File: config.mk
export PLATFORM = sky130hd
export DESIGN_NAME = br_fifo_pop_burst_rr_sched
export DESIGN_NICKNAME = d
export VERILOG_FILES = /design/src/rtl/br_fifo_pop_burst_rr_sched_pkg.sv /design/src/rtl/br_fifo_pop_burst_rr_pick.sv /design/src/rtl/br_fifo_pop_burst_rr_sched.sv
export SDC_FILE = /design/constraint.sdc
export NUM_CORES = 1
export LEC_CHECK = 0
export BUFFER_PORTS_ARGS = -buffer_cell sky130_fd_sc_hd__clkbuf_2
export CORE_MARGIN = 2
export CORE_UTILIZATION = 48
export CTS_BUF_LIST = sky130_fd_sc_hd__clkbuf_4 sky130_fd_sc_hd__clkbuf_8
export CTS_CLUSTER_SIZE = 10
export DETAILED_ROUTE_END_ITERATION = 6
export PLACE_DENSITY = 0.88
export RECOVER_POWER = 50
export SLEW_MARGIN = 20
export SYNTH_ARGS = -nofsm -noshare
export SYNTH_HDL_FRONTEND = slang
export SYNTH_HIERARCHICAL = 1
export SYNTH_SLANG_ARGS = --single-unit
File: constraint.sdc
create_clock -name clk -period 1.6 [get_ports clk]
set_input_delay 0.4 -clock clk [delete_from_list [all_inputs] [get_ports clk]]
set_output_delay 0.4 -clock clk [all_outputs]
set_load 0.05 [all_outputs]
File: src/rtl/br_fifo_pop_burst_rr_sched_pkg.sv
// Shared types and helpers for the burst round-robin FIFO pop scheduler.
// The grant rule tells the top level how to update the burst counter.
package br_fifo_pop_burst_rr_sched_pkg;

    typedef enum logic [1:0] {
        RuleNone   = 2'd0,
        RuleKeep   = 2'd1,
        RuleRotate = 2'd2,
        RuleSole   = 2'd3
    } grant_rule_e;

    // clog2 that never returns 0, so a single-entry index still has one bit.
    function automatic int clamped_clog2(input int value);
        return (value <= 1) ? 1 : $clog2(value);
    endfunction

endpackage

File: src/rtl/br_fifo_pop_burst_rr_pick.sv
// Combinational grant pick: keep ptr while its burst lasts, else the next valid
// requester after ptr (rotate / priority-encode / un-rotate), else ptr alone.
module br_fifo_pop_burst_rr_pick
    import br_fifo_pop_burst_rr_sched_pkg::*;
#(
    parameter  int NumRequesters = 2,
    localparam int IdWidth       = clamped_clog2(NumRequesters)
) (
    input  logic [NumRequesters-1:0] in_valid,
    input  logic [IdWidth-1:0]       ptr,
    input  logic                     burst_exhausted,
    output logic                     grant_valid,
    output logic [NumRequesters-1:0] grant,
    output logic [IdWidth-1:0]       grant_idx,
    output grant_rule_e              grant_rule
);

    localparam int SumWidth = IdWidth + 1;

    logic [NumRequesters-1:0]   others;
    logic [2*NumRequesters-1:0] doubled;
    logic [NumRequesters-1:0]   rotated;
    logic [SumWidth-1:0]        shamt;
    logic [SumWidth-1:0]        enc;
    logic [SumWidth-1:0]        unrot;
    logic                       other_any;
    logic                       own_valid;

    // NOTE: every signal written in an always_comb gets a default first, so no latch can be inferred.
    always_comb begin
        others      = in_valid;
        others[ptr] = 1'b0;
        own_valid   = in_valid[ptr];

        // Rotate so that bit 0 is requester ptr+1; ptr itself lands in the top bit and is already cleared.
        shamt   = SumWidth'(ptr) + SumWidth'(1);
        doubled = {others, others};
        rotated = NumRequesters'(doubled >> shamt);

        enc = '0;
        for (int j = NumRequesters - 1; j >= 0; j--) begin
            if (rotated[j]) begin
                enc = SumWidth'(j);
            end
        end
        other_any = |rotated;

        unrot = shamt + enc;
        if (unrot >= SumWidth'(NumRequesters)) begin
            unrot = unrot - SumWidth'(NumRequesters);
        end

        grant_valid = 1'b0;
        grant_idx   = '0;
        grant_rule  = RuleNone;
        if (own_valid && !burst_exhausted) begin
            grant_valid = 1'b1;
            grant_idx   = ptr;
            grant_rule  = RuleKeep;
        end else if (other_any) begin
            grant_valid = 1'b1;
            grant_idx   = unrot[IdWidth-1:0];
            grant_rule  = RuleRotate;
        end else if (own_valid) begin
            grant_valid = 1'b1;
            grant_idx   = ptr;
            grant_rule  = RuleSole;
        end

        grant            = '0;
        grant[grant_idx] = grant_valid;
    end

endmodule

File: src/rtl/br_fifo_pop_burst_rr_sched.sv
// Shares one registered output stage between several FIFO pop interfaces using
// round-robin arbitration with a per-requester burst allowance of MaxBurst pops.
module br_fifo_pop_burst_rr_sched
    import br_fifo_pop_burst_rr_sched_pkg::*;
#(
    parameter  int NumRequesters = 2,
    parameter  int Width         = 8,
    parameter  int MaxBurst      = 4,
    localparam int IdWidth       = clamped_clog2(NumRequesters),
    localparam int BurstWidth    = $clog2(MaxBurst + 1)
) (
    input  logic                           clk,
    input  logic                           rst_n,
    input  logic [NumRequesters-1:0]       in_valid,
    output logic [NumRequesters-1:0]       in_ready,
    input  logic [NumRequesters*Width-1:0] in_data,
    output logic                           out_valid,
    input  logic                           out_ready,
    output logic [Width-1:0]               out_data,
    output logic [IdWidth-1:0]             out_id,
    output logic [BurstWidth-1:0]          burst_count
);

    logic                  out_valid_q, out_valid_d;
    logic [Width-1:0]      out_data_q, out_data_d;
    logic [IdWidth-1:0]    out_id_q, out_id_d;
    logic [IdWidth-1:0]    ptr_q, ptr_d;
    logic [BurstWidth-1:0] burst_count_q, burst_count_d;

    logic                     load;
    logic                     burst_exhausted;
    logic                     grant_valid;
    logic [NumRequesters-1:0] grant;
    logic [IdWidth-1:0]       grant_idx;
    grant_rule_e              grant_rule;

    assign burst_exhausted = (burst_count_q >= BurstWidth'(MaxBurst));
    assign load            = !out_valid_q || out_ready;
    // Nothing is popped while reset is asserted, so an upstream FIFO never loses an entry to reset.
    assign in_ready        = (rst_n && load) ? grant : '0;

    br_fifo_pop_burst_rr_pick #(
        .NumRequesters(NumRequesters)
    ) u_pick (
        .in_valid       (in_valid),
        .ptr            (ptr_q),
        .burst_exhausted(burst_exhausted),
        .grant_valid    (grant_valid),
        .grant          (grant),
        .grant_idx      (grant_idx),
        .grant_rule     (grant_rule)
    );

    always_comb begin
        out_valid_d   = out_valid_q;
        out_data_d    = out_data_q;
        out_id_d      = out_id_q;
        ptr_d         = ptr_q;
        burst_count_d = burst_count_q;
        if (load) begin
            out_valid_d = grant_valid;
            if (grant_valid) begin
                out_data_d = in_data[int'(grant_idx)*Width +: Width];
                out_id_d   = grant_idx;
                if (grant_rule == RuleKeep) begin
                    burst_count_d = burst_count_q + BurstWidth'(1);
                end else begin
                    ptr_d         = grant_idx;
                    burst_count_d = BurstWidth'(1);
                end
            end
        end
    end

    // NOTE: sequential state uses non-blocking assignments only, so every register samples pre-edge values.
    always_ff @(posedge clk) begin
        if (!rst_n) begin
            out_valid_q   <= 1'b0;
            out_data_q    <= '0;
            out_id_q      <= '0;
            ptr_q         <= '0;
            burst_count_q <= '0;
        end else begin
            out_valid_q   <= out_valid_d;
            out_data_q    <= out_data_d;
            out_id_q      <= out_id_d;
            ptr_q         <= ptr_d;
            burst_count_q <= burst_count_d;
        end
    end

    assign out_valid   = out_valid_q;
    assign out_data    = out_data_q;
    assign out_id      = out_id_q;
    assign burst_count = burst_count_q;

    a_ready_onehot0: assert property (@(posedge clk) disable iff (!rst_n) $onehot0(in_ready));
    a_burst_bound:   assert property (@(posedge clk) disable iff (!rst_n) burst_count_q <= BurstWidth'(MaxBurst));
    a_ptr_range:     assert property (@(posedge clk) disable iff (!rst_n) int'(ptr_q) < NumRequesters);
    a_out_stable:    assert property (@(posedge clk) disable iff (!rst_n)
                         (out_valid_q && !out_ready) |=> (out_valid_q && $stable(out_data_q) && $stable(out_id_q)));

    // A requester held valid may be passed over in at most (N-1)*MaxBurst load cycles.
    localparam int StarveBound = (NumRequesters - 1) * MaxBurst;
    localparam int WaitWidth   = $clog2(StarveBound + 2);

    for (genvar i = 0; i < NumRequesters; i++) begin : g_starve
        logic [WaitWidth-1:0] wait_q;
        always_ff @(posedge clk) begin
            if (!rst_n || !in_valid[i] || in_ready[i]) begin
                wait_q <= '0;
            end else if (load) begin
                wait_q <= wait_q + WaitWidth'(1);
            end
        end
        a_no_starve: assert property (@(posedge clk) disable iff (!rst_n) wait_q <= WaitWidth'(StarveBound));
    end

endmodule

### Word level (Yosys, flattened, before mapping)

Index checks and enable logic that the tools add are counted.

* input bits: 21
* logic and storage cells: 52
* output and inout port bits: 15
* bits in registers: 14

* shift operators: 2
* reduce and logical (&&, ||, !) cells: 10
* bitwise logic cells: 4
* muxes and demuxes: 20
* magnitude comparators: 6
* $add $sub $neg: 4
* equal/unequal tests: 1

Operators by type and width (count)
* indexed part select 16 x 5 -> 8 bit: 1
* 2-to-1 mux 1 bit: 13
* 2-to-1 mux 2 bit: 4
* bitwise AND 2 bit: 2
* logical AND 1 bit: 4
* less-than comparator 1 x 2 -> 1 bit, second input constant: 2
* right shift 4 x 2 -> 2 bit: 1
* adder 3 x 1 -> 3 bit, second input constant: 1
* >= comparator 3 bit, second input constant: 1
* 2-to-1 mux 3 bit: 1
* AND reduction 3 bit: 1
* adder 1 x 1 -> 2 bit, second input constant: 1
* adder 2 x 1 -> 2 bit: 1
* demux 1 bit (select 1 bit): 2
* == test 2 x 1 -> 1 bit, second input constant: 1
* >= comparator 1 bit, second input constant: 2
* >= comparator 2 bit, second input constant: 1
* zero test 1 bit: 2
* inverter 2 bit: 1
* AND reduction 2 bit: 1
* OR reduction 2 bit: 1
* logical OR 1 bit: 1
* inverter 1 bit: 1
* subtractor 1 bit, second input constant: 1

### Logic depth before layout (Yosys ltp)

* depth in word-level cells: 20
* depth in mapped cells: 6
* gate-level depth less buffers: 6

### Hierarchy

Netlist, hierarchy kept.

By module, submodules not included
* br_fifo_pop_burst_rr_sched: cells each 74, area each 782.0 um^2, times used 1, sequential area each 280.3 um^2
* br_fifo_pop_burst_rr_pick: cells each 12, area each 68.8 um^2, times used 1, sequential area each 0.0 um^2

### Worst setup path after synthesis

OpenSTA, ideal clock, no wires.

* kind: flip-flop to output port
* start point: register burst_count_q[2] (netlist: burst_count[2])
* end point: output in_ready[0]
* required time: 1.200 ns
* cell stages (with the launch flop): 5
* buffers on the path: 1
* slack: -0.257 ns
* arrival time: 1.457 ns
* cells stage by stage: dfxtp_1 > clkbuf_1 > xnor2_1 > o21a_1 > and3_2

* cells in the longest elaborated chain, start to end: 10
* elaborated cells between the ends (all ways): 12
* those cells by class: 3 x order compare; 5 x mux; 1 x bitwise; 3 x reduce/logical

RTL lines
* start, declared: line br_fifo_pop_burst_rr_sched.sv:28 `logic [BurstWidth-1:0] burst_count_q, burst_count_d;`
* start signal, assigned: line br_fifo_pop_burst_rr_sched.sv:88 `burst_count_q <= burst_count_d;`
* >= comparator 3 bit *: line br_fifo_pop_burst_rr_sched.sv:37 `assign burst_exhausted = (burst_count_q >= BurstWidth'(MaxBurst));`
* via burst_exhausted: line br_fifo_pop_burst_rr_sched.sv:31 `logic burst_exhausted;`
* zero test 1 bit *: line br_fifo_pop_burst_rr_pick.sv:56 `if (own_valid && !burst_exhausted) begin`
* logical AND 1 bit *: line br_fifo_pop_burst_rr_pick.sv:56
* 2-to-1 mux 1 bit: line br_fifo_pop_burst_rr_pick.sv:56
* less-than comparator 1 x 2 -> 1 bit (implied by the code) / >= comparator 1 bit (equally long branches): line br_fifo_pop_burst_rr_pick.sv:71 `grant[grant_idx] = grant_valid;`
* logical AND 1 bit (implied by the code): line br_fifo_pop_burst_rr_pick.sv:71
* 2-to-1 mux 1 bit (implied by the code): line br_fifo_pop_burst_rr_pick.sv:71
* demux 1 bit (select 1 bit)
* bitwise AND 2 bit (no line) *
* via grant[0]: line br_fifo_pop_burst_rr_sched.sv:33 `logic [NumRequesters-1:0] grant;`
* 2-to-1 mux 2 bit *: line br_fifo_pop_burst_rr_sched.sv:40 `assign in_ready = (rst_n && load) ? grant : '0;`
* end, declared: line br_fifo_pop_burst_rr_sched.sv:15 `output logic [NumRequesters-1:0] in_ready,`

The timed path passes the listed nets; every way through them passes the cells marked *.

### Final worst setup path

* start point: register burst_count_q[2] (netlist: burst_count[2])
* end point: output in_ready[0]

* cells in the longest elaborated chain, start to end: 10
* elaborated cells between the ends (all ways): 12
* those cells by class: 3 x order compare; 5 x mux; 1 x bitwise; 3 x reduce/logical

RTL lines (line)
* >= comparator 3 bit *: br_fifo_pop_burst_rr_sched.sv:37
* zero test 1 bit *: br_fifo_pop_burst_rr_pick.sv:56
* logical AND 1 bit *: br_fifo_pop_burst_rr_pick.sv:56
* 2-to-1 mux 1 bit: br_fifo_pop_burst_rr_pick.sv:56
* less-than comparator 1 x 2 -> 1 bit (implied by the code) / >= comparator 1 bit (equally long branches): br_fifo_pop_burst_rr_pick.sv:71
* logical AND 1 bit (implied by the code): br_fifo_pop_burst_rr_pick.sv:71
* 2-to-1 mux 1 bit (implied by the code): br_fifo_pop_burst_rr_pick.sv:71
* demux 1 bit (select 1 bit)
* bitwise AND 2 bit (no line) *
* via grant[0]: br_fifo_pop_burst_rr_sched.sv:33
* 2-to-1 mux 2 bit *: br_fifo_pop_burst_rr_sched.sv:40

Marks and branches as above.

==> metrics.csv <==
metric;value;unit
path_cells;xnor2_4 > o21a_1 > and3_4 > clkbuf_16;
grt_max_degree;15;
reg2reg_depth;5;
viasPerCell;5.46;
area_delta_synth_final;32.6;%
wl;1900;µm
slew_viol_final;0;
power.density;842;mW/mm²
grt_antenna_before_repair;0;
syn_area;851;µm²
ir_worst_vdd;0.428;mV
final_core_util;66.8;%
hold_class;in2reg;
synth_area_leaders;dfxtp_1 (33%), a211oi_2 (12%), mux2i_1 (9.4%);
max_freq;580;MHz
drive_gt1_share;51.6;%
io_pins;36;
worst_slew_pin_slew;0.532;ns
finalNetCount;148;
cts-htree-levels;1;
wire_per_inst;13.5;µm
dieArea;0.00213;mm²
maxCapViolCount;0;
worstSetupEndpoint;in_ready[0];
period_share;108;%
placementRows;15;
drt_first_pass_iters;3;
final_cells;141;
failed_checks;setup timing;
insertedDiodeCount;0;
yosysWarnings;6;
grt_pass1_vias;724;
grt.overflow.total;0;
setup_ws;-0.125;ns
core_area;0.00169;mm²
syn-instance-count;86;
fin_crit;1.72;ns
synth_cell_types;32;
setup_viol;2;
final_cell_area;0.00113;mm²
die_y;46.1;µm
finalClockSkew;0.0148;ns
r2r_start;burst_count[2];
clock_latency;0.29;ns
dpl_cell_area;0.00103;mm²
cts_buffers;3;
path_max_fanout;3;
finalHoldViolations;0;
rsz0062_at_grt;yes;
grt_pass1_wl;2900;µm
cts_sinks;14;
die_w;46.1;µm
seq_area_frac_synth;32.9;%
place_congestion;0.841;
leakage;0.513;nW
synth_area_leader_cell;dfxtp_1;
fillers;139;
arrival;1.32;ns
critPathMaxStageDelay;0.37;ns
max_slew_margin;64.5;%
r2r_setup_slack;0.07;ns
crit_type;reg2out;
drtAntennaViolNets;0;
crit_slowest_cell;dfxtp_4;
drc_errors;0;
r2r_end;burst_count[0];
synth_top_area_share;32.9;%
syn_nets;109;
syn_area_per_cell;9.89;µm²
hpwl;1370;µm
critPathLaunch;burst_count[2];
dp_cells;136;
cts_root_buf;clkbuf_4;
num_vias;770;
clock_path_buffers;2;
start_kind;flip-flop;
drt_iter0_drc;6;
track_usage;19.1;%
cp-end-kind;output pin;
io_buffer_count;35;
cts_tree;yes;
initial_core_util;50.4;%
required;1.20;ns
clk_pin_slew;0.09;ns
ys_ff_latch;14;
p_total;0.951;mW
outcome;finished, violations left;
[final cells by class]
class                           instances  area [µm²]  share of cell area, %
Clock buffer                            4        30.0                   2.66
Inverter                                5        18.8                   1.66
Multi-Input combinational cell         61         523                   46.3
Sequential cell                        14         285                   25.3
Tap cell                               17        21.3                   1.88
Timing Repair Buffer                   40         250                   22.2
[routing by layer]
layer | vias to the layer above | GRT usage (%) | routed length [µm]
met5 | - | 0 | 0
met4 | 0 | 8.57 | 31
met3 | 4 | 4.71 | 95
met2 | 23 | 32.5 | 915
met1 | 352 | 22.4 | 861
li1 | 391 | - | -
[registers in the layout, summed over array words and instances (netlist names)]
register	count
out_data	8
burst_count	3
out_id	1
out_valid	1
ptr_q	1
[layout by cell type (no fill, tap or decap)]
| cell | count |
|---|---|
| inv_1 | 5 |
| dfxtp_2 | 1 |
| mux2i_1 | 8 |
| o22ai_1 | 1 |
| nor2_8 | 1 |
| and3_4 | 2 |
| a211oi_2 | 8 |
| o31ai_1 | 1 |
| clkbuf_2 | 34 |
| a21oi_1 | 9 |
| and2b_4 | 1 |
| ha_1 | 2 |
| dfxtp_1 | 12 |
| nor2_1 | 1 |
| nand2_1 | 2 |
| xnor2_4 | 1 |
| a21oi_2 | 5 |
| o211a_1 | 2 |
| clkbuf_4 | 4 |
| clkbuf_16 | 2 |
| o21ai_0 | 5 |
| and2b_1 | 1 |
| dfxtp_4 | 1 |
| nor2b_1 | 1 |
| nand2b_1 | 2 |
| nand3b_1 | 1 |
| nand3_1 | 2 |
| o21a_1 | 1 |
| buf_4 | 4 |
| or2_1 | 1 |
| nand4_1 | 2 |
| a311oi_1 | 1 |
[kinds of logic after synthesis]
family / after synthesis / synth area share (%)
compound gates: 33 / 30.6
xor+xnor: 1 / 1.03
fa+ha+maj: 2 / 2.94
buf+inv: 11 / 9.12
flops: 14 / 32.9
mux: 8 / 9.41
simple gates: 17 / 14.0
[metrics by stage]
stage	setup slack, ns	setup TNS, ns	hold slack [ns]
after detailed placement	-0.0141	-0.0141	0.488
after global placement	0.0676	0	0.471
final	-0.125	-0.202	0.387
after global routing	-0.176	-0.321	0.394
after CTS	-0.125	-0.213	0.386
after floorplan	0.0334	0	0.482
[cell usage after synthesis]
cell type and instances:
a211oi_2 8, a21oi_1 10, a21oi_2 4, a311oi_1 1
and2b_1 1, and2b_4 1, and3_2 2, buf_12 1
buf_2 1, buf_4 1, buf_6 2, clkbuf_1 1
dfxtp_1 14, ha_1 2, inv_1 4, inv_2 1
mux2i_1 8, nand2_1 2, nand2b_1 2, nand3_1 2
nand3b_1 1, nand4_1 2, nor2_1 1, nor2_8 1
nor2b_1 1, o211a_1 2, o21a_1 1, o21ai_0 5
o22ai_1 1, o31ai_1 1, or2_1 1, xnor2_1 1
[worst max-delay path, delay by kind of cell (launching register included)]
family / cells / cell delay (ns)
AO/OA/AOI/OAI: 1 / 0.14
XOR/XNOR: 1 / 0.18
buffers and inverters: 1 / 0.15
flip-flops: 1 / 0.37
AND/OR/NAND/NOR: 1 / 0.19
[worst min path at each step]
| stage | to | slack [ns] | startpoint | cells after the start |
|---|---|---|---|---|
| floorplan | ptr_q | 0.48 | ptr_q | 2 |
| global placement | out_id | 0.47 | out_id | 2 |
| detailed placement | out_id | 0.49 | out_id | 2 |
| CTS | burst_count[0] | 0.39 | rst_n | 2 |
| global route | burst_count[0] | 0.39 | rst_n | 2 |
| finish | burst_count[0] | 0.39 | rst_n | 2 |
[where the power goes]
| part | total (mW) | internal [mW] | leakage [nW] | switching, mW |
|---|---|---|---|---|
| Sequential | 0.394 | 0.375 | 0.117 | 0.0193 |
| Clock | 0.232 | 0.114 | 0.0184 | 0.118 |
| Combinational | 0.325 | 0.117 | 0.377 | 0.208 |
[repair_timing]
item | 4_1_cts | 5_1_grt
hold buffers | 0 | 0
endpoints found under the setup margin | 2 | 2
pin swaps | 2 | 0
gates resized for setup | 8 | 2
setup buffers | 1 | 0
(Power assumes the default switching activity.)
